$ cat src/rtl/mem_arbiter_pkg.sv
// Shared types for the fetch/data memory-port arbiter: state encoding, field widths
// and the request mux that picks which requester drives the shared port.
package mem_arbiter_pkg;

    localparam int ADDR_W = 32;
    localparam int DATA_W = 32;
    localparam int MASK_W = 4;

    typedef enum logic [1:0] {
        ST_IDLE   = 2'd0,
        ST_WAIT_I = 2'd1,
        ST_WAIT_D = 2'd2
    } arb_state_e;

    typedef struct packed {
        logic [ADDR_W-1:0] addr;
        logic              wen;
        logic [DATA_W-1:0] wdata;
        logic [MASK_W-1:0] wmask;
    } mem_req_t;

    // A fetch is always a full-word read, so it never carries write enables.
    function automatic mem_req_t grant_mux(input logic pick_i,
                                           input logic [ADDR_W-1:0] iaddr,
                                           input mem_req_t dreq);
        mem_req_t r;
        r = dreq;
        if (pick_i) begin
            r.addr  = iaddr;
            r.wen   = 1'b0;
            r.wmask = '0;
        end
        return r;
    endfunction

endpackage

$ cat src/rtl/mem_arbiter.sv
// Arbitrates instruction fetch and data requests onto one memory port, one access in flight.
// Optional ARB_STARVE_GUARD_EN lets fetch win after STARVE_LIMIT consecutive data grants.
//
// state     | meaning
// ST_IDLE   | nothing outstanding, grant allowed
// ST_WAIT_I | fetch outstanding, response routed to iresp
// ST_WAIT_D | data access outstanding, response routed to dresp
module mem_arbiter
    import mem_arbiter_pkg::*;
#(
    parameter int STARVE_LIMIT = 4
) (
    input  logic              clk,
    input  logic              rst_n,
    input  logic              ireq_valid,
    output logic              ireq_ready,
    input  logic [ADDR_W-1:0] ireq_addr,
    output logic              iresp_valid,
    output logic [ADDR_W-1:0] iresp_addr,
    output logic [DATA_W-1:0] iresp_inst,
    input  logic              dreq_valid,
    output logic              dreq_ready,
    input  logic [ADDR_W-1:0] dreq_addr,
    input  logic              dreq_wen,
    input  logic [DATA_W-1:0] dreq_wdata,
    input  logic [MASK_W-1:0] dreq_wmask,
    output logic              dresp_valid,
    output logic [DATA_W-1:0] dresp_rdata,
    output logic              mem_valid,
    input  logic              mem_ready,
    output logic [ADDR_W-1:0] mem_addr,
    output logic              mem_wen,
    output logic [DATA_W-1:0] mem_wdata,
    output logic [MASK_W-1:0] mem_wmask,
    input  logic              mem_resp_valid,
    input  logic [ADDR_W-1:0] mem_resp_addr,
    input  logic [DATA_W-1:0] mem_resp_rdata
);

    arb_state_e state_q, state_d;
    logic       grant_ok, pick_i, hs, starve_hit;
    mem_req_t   dreq_s, win_s;

    // Outputs are gated by rst_n so nothing handshakes while reset is held.
    assign grant_ok = (state_q == ST_IDLE) || mem_resp_valid;
    assign pick_i   = ireq_valid && (!dreq_valid || starve_hit);
    assign mem_valid  = rst_n && grant_ok && (ireq_valid || dreq_valid);
    assign hs         = mem_valid && mem_ready;
    assign ireq_ready = hs && pick_i;
    assign dreq_ready = hs && !pick_i;

    assign dreq_s    = '{addr: dreq_addr, wen: dreq_wen, wdata: dreq_wdata, wmask: dreq_wmask};
    assign win_s     = grant_mux(pick_i, ireq_addr, dreq_s);
    assign mem_addr  = win_s.addr;
    assign mem_wen   = win_s.wen;
    assign mem_wdata = win_s.wdata;
    assign mem_wmask = win_s.wmask;

    assign iresp_valid = rst_n && (state_q == ST_WAIT_I) && mem_resp_valid;
    assign iresp_addr  = mem_resp_addr;
    assign iresp_inst  = mem_resp_rdata;
    assign dresp_valid = rst_n && (state_q == ST_WAIT_D) && mem_resp_valid;
    assign dresp_rdata = mem_resp_rdata;

    always_comb begin
        state_d = state_q;
        if (hs) begin
            state_d = pick_i ? ST_WAIT_I : ST_WAIT_D;
        end else if ((state_q != ST_IDLE) && mem_resp_valid) begin
            state_d = ST_IDLE;
        end
    end

    always_ff @(posedge clk or negedge rst_n) begin
        if (!rst_n) begin
            state_q <= ST_IDLE;
        end else begin
            state_q <= state_d;
        end
    end

`ifdef ARB_STARVE_GUARD_EN
    localparam int CNT_W = ($clog2(STARVE_LIMIT + 1) > 3) ? $clog2(STARVE_LIMIT + 1) : 3;

    logic [CNT_W-1:0] starve_q, starve_d;

    assign starve_hit = (starve_q >= CNT_W'(STARVE_LIMIT));

    // Only data grants made while fetch is actually waiting count toward starvation.
    always_comb begin
        starve_d = starve_q;
        if (ireq_ready) begin
            starve_d = '0;
        end else if (dreq_ready) begin
            if (!ireq_valid) begin
                starve_d = '0;
            end else if (!starve_hit) begin
                starve_d = starve_q + 1'b1;
            end
        end
    end

    always_ff @(posedge clk or negedge rst_n) begin
        if (!rst_n) begin
            starve_q <= '0;
        end else begin
            starve_q <= starve_d;
        end
    end
`else
    // Strict data priority; the limit only matters with the guard compiled in.
    assign starve_hit = (STARVE_LIMIT < 0);
`endif

endmodule
$ cat config.mk
export PLATFORM = sky130hd
export DESIGN_NAME = mem_arbiter
export DESIGN_NICKNAME = d
export VERILOG_FILES = /design/src/rtl/mem_arbiter_pkg.sv /design/src/rtl/mem_arbiter.sv
export SDC_FILE = /design/constraint.sdc
export NUM_CORES = 1
export LEC_CHECK = 0
export ABC_AREA = 1
export BUFFER_PORTS_ARGS = -buffer_cell sky130_fd_sc_hd__buf_2
export CAP_MARGIN = 15
export CORE_AREA = 4 4 130 132
export CTS_CLUSTER_SIZE = 8
export DETAILED_ROUTE_END_ITERATION = 10
export DIE_AREA = 0 0 134 136
export GPL_TIMING_DRIVEN = 0
export PLACE_DENSITY = 0.53
export RECOVER_POWER = 100
export SYNTH_ARGS = -nofsm -noshare
export SYNTH_HDL_FRONTEND = slang
export SYNTH_SLANG_ARGS = --single-unit
$ cat constraint.sdc
create_clock -name clk -period 2.6 [get_ports clk]
set_input_delay 0.26 -clock clk [delete_from_list [all_inputs] [get_ports clk]]
set_output_delay 0.26 -clock clk [all_outputs]
set_load 0.03 [all_outputs]
# Word level (Yosys, flattened, before mapping)
# Index checks and enable logic that the tools add are counted.
[totals]
wordCells = 26
input_bits = 171
ff_bits = 2
[classes]
mux = 5
reduce_logical = 18
n_eq_ne = 2
[ops]
columns = ["operator", "n"]
rows = [
  ["2-to-1 mux 33 bit", 1],
  ["logical AND 1 bit", 11],
  ["2-to-1 mux 2 bit", 3],
  ["2-to-1 mux 4 bit", 1],
  ["nonzero test 2 bit", 2],
  ["equality test 2 x 1 -> 1 bit, second input constant", 1],
  ["equality test 2 bit, second input constant", 1],
  ["zero test 1 bit", 2],
  ["zero test 2 bit", 1],
  ["logical OR 1 bit", 2],
]

# Logic depth before layout (Yosys ltp)
# Gate-level depths: netlist (run 1).
[logic_depth]
depth_word = 6
depth_mapped = 6
depth_no_buf = 5

# Least setup slack after synthesis (run 1)
# No wires, ideal clock.
[synth_timing]
path_type = "reg-to-output"
start = "register state_q[0]"
end = "output port dresp_valid"
setup_slack_ps = 1236
n_path_buf = 0
path_stages_with_launch = 2
arrival_time_ps = 1104
path_cell_list = "dfrtp_1 nor3_1"
[synth_via]
elab_chain_len = 3
[synth_lines]
columns = ["item", "line", "source"]
rows = [
  ["start, declared", "mem_arbiter.sv:40", "arb_state_e state_q, state_d;"],
  ["start signal, assigned", "mem_arbiter.sv:78", "state_q <= state_d;"],
  ["equality test 2 bit", "mem_arbiter.sv:62", "assign dresp_valid = rst_n && (state_q == ST_WAIT_D) && mem_resp_valid;"],
  ["logical AND 1 bit (2 in series)", "mem_arbiter.sv:62", ""],
  ["end, declared", "mem_arbiter.sv:27", "output logic dresp_valid,"],
]
# No other way between the ends.

# Final worst setup path (run 1)
[layout_timing]
start = "input port dreq_valid"
end = "output port mem_addr[7]"
[layout_via]
elab_chain_len = 3
[layout_lines]
columns = ["item", "line", "source"]
rows = [
  ["start, declared", "mem_arbiter.sv:21", "input logic dreq_valid,"],
  ["zero test 1 bit", "mem_arbiter.sv:46", "assign pick_i = ireq_valid && (!dreq_valid || starve_hit);"],
  ["logical AND 1 bit", "mem_arbiter.sv:46", ""],
  ["2-to-1 mux 33 bit", "mem_arbiter_pkg.sv:28", "if (pick_i) begin"],
  ["end, declared", "mem_arbiter.sv:31", "output logic [ADDR_W-1:0] mem_addr,"],
]
# No other way between the ends.

==> qor.txt, run 1 <==
Most flops, register -> state_q
Final GP Congestion -> 0.741
run status -> complete, no violations
Buf+Inv Stages, Crit Path -> 4
share of layout cells above drive strength 1 -> 0.432
Worst EP arrival -> 1.90 ns
filler instances -> 1933
Peak VDD IR -> 327 uV
ant diodes -> 0
crit share post-route -> 0.831
synthesized area per cell -> 5.88 sq um
Top Ports -> 341
pwr dens -> 345 nW/um^2
post-synthesis sequential area ratio -> 0.0317
DRC -> 0
Post-DRT Antenna Nets -> 0
Final Critical Period -> 2.16 ns
synthesized cell area -> 1580 sq um
CTS sink count -> 2
Sequential Area -> 50.0 sq um
Worst R2R Start -> state_q[1]$_DFFE_PN0P_
initial DRC count -> 26
area grow syn2layout -> 86.4%
Final setup viols -> 0
max reg flops -> 2
CP Launch Point -> dreq_valid
Final nets -> 689
leak pwr -> 1.62 nW
CP top delay family -> buffers and inverters
TritonCTS clock tree -> done
largest net degree at the start of global routing -> 11
MaxCap Viol Count -> 0
first-pass iteration count of the detailed router -> 4
#FFs+latches synth -> 2
starting density of the core -> 0.100
max-slew violations -> 0
Yosys warning total -> 0
leading area contributor after synthesis -> buf_4
port bufs -> 244
final WL -> 7980 um
dpl hpwl -> 7310 um
CORE AREA -> 15700 sq um
worst hold-check path type -> in2reg
CTS root buffer -> clkbuf_16
Area after DPL -> 3070 sq um
Die Width -> 134 um
Clk Latency, worst-skew pair -> 0.22 ns
setup_tns -> 0 ns
startpoint type of the worst setup path -> primary input
total power -> 1.01 mW
clk slew on worst S/H paths -> 0.03 ns
Yosys cell types -> 14
Std-Cell Rows -> 46
Final Hold Vio Count -> 0
WL/cell -> 10.9 um
die height -> 136 um
first-pass GRT wire length -> 10400 um
grt ovf -> 0
Req. time, crit path -> 2.34 ns
RSZ-0062 raised after global routing -> false
clk buf depth -> 2
post-synthesis cell count -> 268
Worst-Margin Slew -> 0.693 ns
post-synth top area share -> 0.610
Setup CP Type -> in2out
top post-synthesis cells by area -> buf_4 (61%), nand2_1 (24%), dfrtp_1 (3.2%)
vias per cell -> 3.10
number of H-tree levels -> 1
relative slew slack -> 0.538
Worst path slowest cell -> clkbuf_1
min-delay src -> mem_ready
Slowest Stage Delay on Critical Path -> 0.54 ns
Mapped Nets -> 439
vias in the first global route -> 2102
Crit Path Max Fanout -> 10
CP cell instances -> buf_2, nor2_4, clkbuf_1, clkbuf_1, nand2_1, nand2_1, buf_2
Max Clk Rate -> 463 MHz
Setup Skew -> 0.00129 ns
DR vias -> 2269
design area -> 2940 sq um
GRT Total Usage -> 0.0702
CP Capture Type -> primary output
multi-input logic area -> 467 sq um
Top Registers -> state_q x2
post-cts resize count -> 0
initial antenna violation count -> 0
die area -> 18200 sq um
CTS Buf Count -> 3
## cell usage after synthesis
master / number
nand3_1: 3
buf_6: 3
buf_2: 4
inv_2: 1
nor3_1: 1
inv_1: 11
buf_4: 128
nand2_1: 101
nor2_4: 1
dfrtp_1: 2
o21ai_0: 1
o21ai_1: 1
nand4_1: 2
nor2_1: 9
## final timing paths
check,endpoint,slack [ns],depth (start not counted)
min in group asynchronous,state_q[1]$_DFFE_PN0P_,0.43,2
max in group asynchronous,state_q[0]$_DFFE_PN0P_,1.96,2
hold reg to reg,state_q[1]$_DFFE_PN0P_,0.57,2
setup reg to reg,state_q[1]$_DFFE_PN0P_,1.55,4
setup / recovery,mem_addr[7],0.44,7
hold / removal,state_q[1]$_DFFE_PN0P_,0.36,3
## metrics by stage
stage	setup WS [ns]	hold WS (ns)	instances	utilization
global route	0.302	0.392	732	0.187
global placement	0.961	0.0724	728	0.195
floorplan	1.24	-0.0356	268	-
CTS	0.733	0.364	732	0.201
finish	0.439	0.358	732	0.187
detailed placement	0.975	0.0770	728	0.195
## where the power goes
group	leakage, nW	total (mW)	internal [mW]	switching, mW
clock network	0.0370	0.232	0.196	0.0364
registers	0.0262	0.0450	0.0378	0.00721
logic	1.56	0.736	0.254	0.482
total	1.62	1.01	0.488	0.526
## metal layers
metal,GRT usage,vias to the layer above,wire length (um),part of all wire
met4,0.00857,0,42,0.0053
met5,0,-,0,0
met1,0.0767,919,2810,0.35
met2,0.141,183,4210,0.53
li1,-,1163,-,-
met3,0.0148,4,925,0.12
## cell type report
type,instances,area share
buffer,135,0.340
tap,216,0.0920
inverter,12,0.0153
timing repair buffer,245,0.352
clock buffer,3,0.0255
sequential,2,0.0170
multi-input combinational,119,0.159
## logic make-up (layout without fill, tap and decap cells)
group,after synthesis,after routing,synth area share
simple gates,117,117,0.290
compound gates,2,2,0.00634
flops,2,2,0.0317
buf+inv,147,395,0.672
## tightest hold or removal path, cell delays in order
cell	delay (ns)
buf_2	0.11
nand4_1	0.10
nand2_1	0.06
## placed cells by master, fill, tap and decap left out, types with 2 or more instances in the layout
master | Yosys | routed
clkbuf_1 | 0 | 161
nand4_1 | 2 | 2
buf_4 | 128 | 128
nor2_1 | 9 | 9
inv_1 | 11 | 11
nand3_1 | 3 | 3
nand2_1 | 101 | 101
clkbuf_16 | 0 | 3
dfrtp_1 | 2 | 2
buf_2 | 4 | 89
## repair_timing
item	4_1_cts	5_1_grt
hold buffers	1	0
buffers inserted	0	0
setup endpoints to repair	0	0
hold endpoints to repair	2	0
(Power assumes the default switching activity.)
==> run 2, diff against run 1 <==
Settings changed: PLACE_DENSITY 0.53 to 0.54.
Clock period 2.6 ns to 1.8 ns, I/O delays scaled along.
==> qor.txt, run 2 (synthesized netlist as in run 1, its figures left out) <==
R2R Setup Slk -> 0.72 ns (was 1.55 ns)
Clk Latency, worst-skew pair -> 0.22 ns (about the same)
Req. time, crit path -> 1.62 ns (was 2.34 ns)
Post-DRT Antenna Nets -> 0 (unchanged)
Std-Cell Rows -> 46 (unchanged)
CP Launch Point -> rst_n (was dreq_valid)
Most flops, register -> state_q (unchanged)
switching share of total power -> 0.516 (was 0.519)
Max Clk Rate -> 596 MHz
WL/cell -> 11.2 um (was 10.9 um)
grt ovf -> 0 (unchanged)
pwr dens -> 496 nW/um^2 (was 345 nW/um^2)
MaxCap Viol Count -> 0 (unchanged)
Internal Pwr Total -> 714 uW (was 488 uW)
area grow syn2layout -> 88.6% (was 86.4%)
DR vias -> 2305 (was 2269)
CORE AREA -> 15700 sq um (unchanged)
share of layout cells above drive strength 1 -> 0.463 (was 0.432)
Final Hold Vio Count -> 0 (unchanged)
Top Ports -> 341 (unchanged)
leak pwr -> 1.67 nW (was 1.62 nW)
initial antenna violation count -> 0 (unchanged)
dpl hpwl -> 7580 um (was 7310 um)
sequential power share -> 0.044 (about the same)
Final setup viols -> 0 (unchanged)
Top Registers -> state_q x2 (unchanged)
total power -> 1.47 mW (was 1.01 mW)
startpoint type of the worst setup path -> primary input (unchanged)
Worst EP arrival -> 1.50 ns (was 1.90 ns)
starting density of the core -> 0.100 (unchanged)
Worst path slowest cell -> dlygate4sd3_1 (was clkbuf_1)
reg-to-reg endpoint -> state_q[0]$_DFFE_PN0P_ (was state_q[1]$_DFFE_PN0P_)
Setup Skew -> 0.00196 ns (was 0.00129 ns)
Setup WS post-layout -> 0.122 ns (was 0.439 ns)
Worst R2R Start -> state_q[0]$_DFFE_PN0P_ (was state_q[1]$_DFFE_PN0P_)
DRC -> 0 (unchanged)
GRT Total Usage -> 0.0751 (was 0.0702)
die area -> 18200 sq um (unchanged)
CP Capture Type -> primary output (unchanged)
number of H-tree levels -> 1 (unchanged)
largest net degree at the start of global routing -> 11 (unchanged)
Final nets -> 689 (unchanged)
Worst-Margin Slew -> 0.500 ns (was 0.693 ns)
Psw -> 761 uW (was 526 uW)
port bufs -> 244 (unchanged)
clk buf depth -> 2 (unchanged)
first-pass iteration count of the detailed router -> 5 (was 4)
Reg2Reg Depth -> 4 (unchanged)
Setup CP Type -> in2out (unchanged)
max-slew violations -> 0 (unchanged)
Peak VDD IR -> 433 uV (was 327 uV)
Comb pwr share -> 0.728 (was 0.727)
clock share of power -> 0.228 (was 0.229)
first-pass GRT wire length -> 11000 um (was 10400 um)
worst hold-check path type -> in2reg (unchanged)
Routed met2 length -> 4380 um (was 4210 um)
Crit Path Max Fanout -> 5 (was 10)
ant diodes -> 0 (unchanged)
relative slew slack -> 0.667 (was 0.538)
clk slew on worst S/H paths -> 0.03 ns (about the same)
worst slack, placed -> 0.363 ns (was 0.975 ns)
initial DRC count -> 46 (was 26)
commonest non-fill, non-tap cell in the layout -> clkbuf_1 (unchanged)
Die Width -> 134 um (unchanged)
post-CTS setup buffer count -> 0 (unchanged)
Worst Setup EP -> ireq_ready (was mem_addr[7])
Final GP Congestion -> 0.761 (was 0.741)
setup_tns -> 0 ns (unchanged)
routed wl met3 -> 961 um (was 925 um)
DRT met1 WL -> 2840 um (was 2810 um)
final WL -> 8230 um (was 7980 um)
Slowest Stage Delay on Critical Path -> 0.52 ns (was 0.54 ns)
most frequent cells in the layout -> clkbuf_1 (146), buf_4 (128), nand2_1 (101) (was clkbuf_1 (161), buf_4 (128), nand2_1 (101))
crit share post-route -> 0.932
CP cell instances -> dlygate4sd3_1, buf_2, inv_1, nor2_2, nand4_1, inv_1, buf_2 (was buf_2, nor2_4, clkbuf_1, clkbuf_1, nand2_1, nand2_1, buf_2)
Highest Signal Layer -> met4 (unchanged)
run status -> complete, no violations (unchanged)
CTS sink count -> 2 (unchanged)
vias in the first global route -> 2180 (was 2102)
CTS root buffer -> clkbuf_16 (unchanged)
TritonCTS clock tree -> done (unchanged)
max reg flops -> 2 (unchanged)
die height -> 136 um (unchanged)
vias per cell -> 3.15 (was 3.10)
RSZ-0062 raised after global routing -> false (unchanged)
Final Critical Period -> 1.68 ns
CTS Buf Count -> 3 (unchanged)
## run 2: layout make-up
type | count | area (sq um)
Tap cell | 216 | 270
Timing Repair Buffer | 245 | 1050
Sequential cell | 2 | 50.0
Clock buffer | 3 | 75.1
Multi-Input combinational cell | 119 | 469
Buffer | 135 | 1010
Inverter | 12 | 45.0
Fill cell | 1891 | 12700
## run 2: worst min path at each step
stage                         start                     end  slack, ns  depth (start not counted)
final                     mem_ready  state_q[1]$_DFFE_PN0P_       0.28                          3
after global routing      mem_ready  state_q[1]$_DFFE_PN0P_       0.30                          3
after CTS                 mem_ready  state_q[0]$_DFFE_PN0P_       0.29                          3
after detailed placement      rst_n  state_q[0]$_DFFE_PN0P_     -0.004                          1
after global placement        rst_n  state_q[0]$_DFFE_PN0P_     -0.006                          1
after floorplan               rst_n  state_q[0]$_DFFE_PN0P_      -0.12                          0
## run 2: power by group through the flow
stage	combinational [mW]	clock, mW	sequential [mW]
finish	1.07	0.336	0.0648
global route	1.15	0.350	0.0664
CTS	1.13	0.342	0.0645
detailed placement	1.13	0	0.0649
global placement	1.13	0	0.0649
floorplan	0.802	0	0.0625
## run 2: timing repair
| item | in CTS | in global routing |
|---|---|---|
| hold buffers | 1 | 0 |
| hold endpoints to repair | 2 | 0 |
| gates resized for setup | 0 | 1 |
| endpoints found under the setup margin | 0 | 1 |
## run 2: stage by stage
step	hold WS (ns)	cell area [sq um]	cells	util
2_1_floorplan	-0.116	1580	268	-
3_3_place_gp	-0.00632	3070	728	0.195
3_5_place_dp	-0.00433	3070	728	0.195
4_1_cts	0.290	3150	732	0.201
5_1_grt	0.302	2970	732	0.189
6_report	0.282	2970	732	0.189
## run 2: worst max-delay path: cells and delay by family
kind	cells	cell delay, ns
buffers and inverters	5	1.04
AND/OR/NAND/NOR	2	0.27
## run 2: routing by layer
layer | global-route usage | up-vias
li1 | - | 1165
met1 | 0.0832 | 950
met2 | 0.147 | 186
met3 | 0.0170 | 4
met4 | 0.0137 | 0
met5 | 0 | -
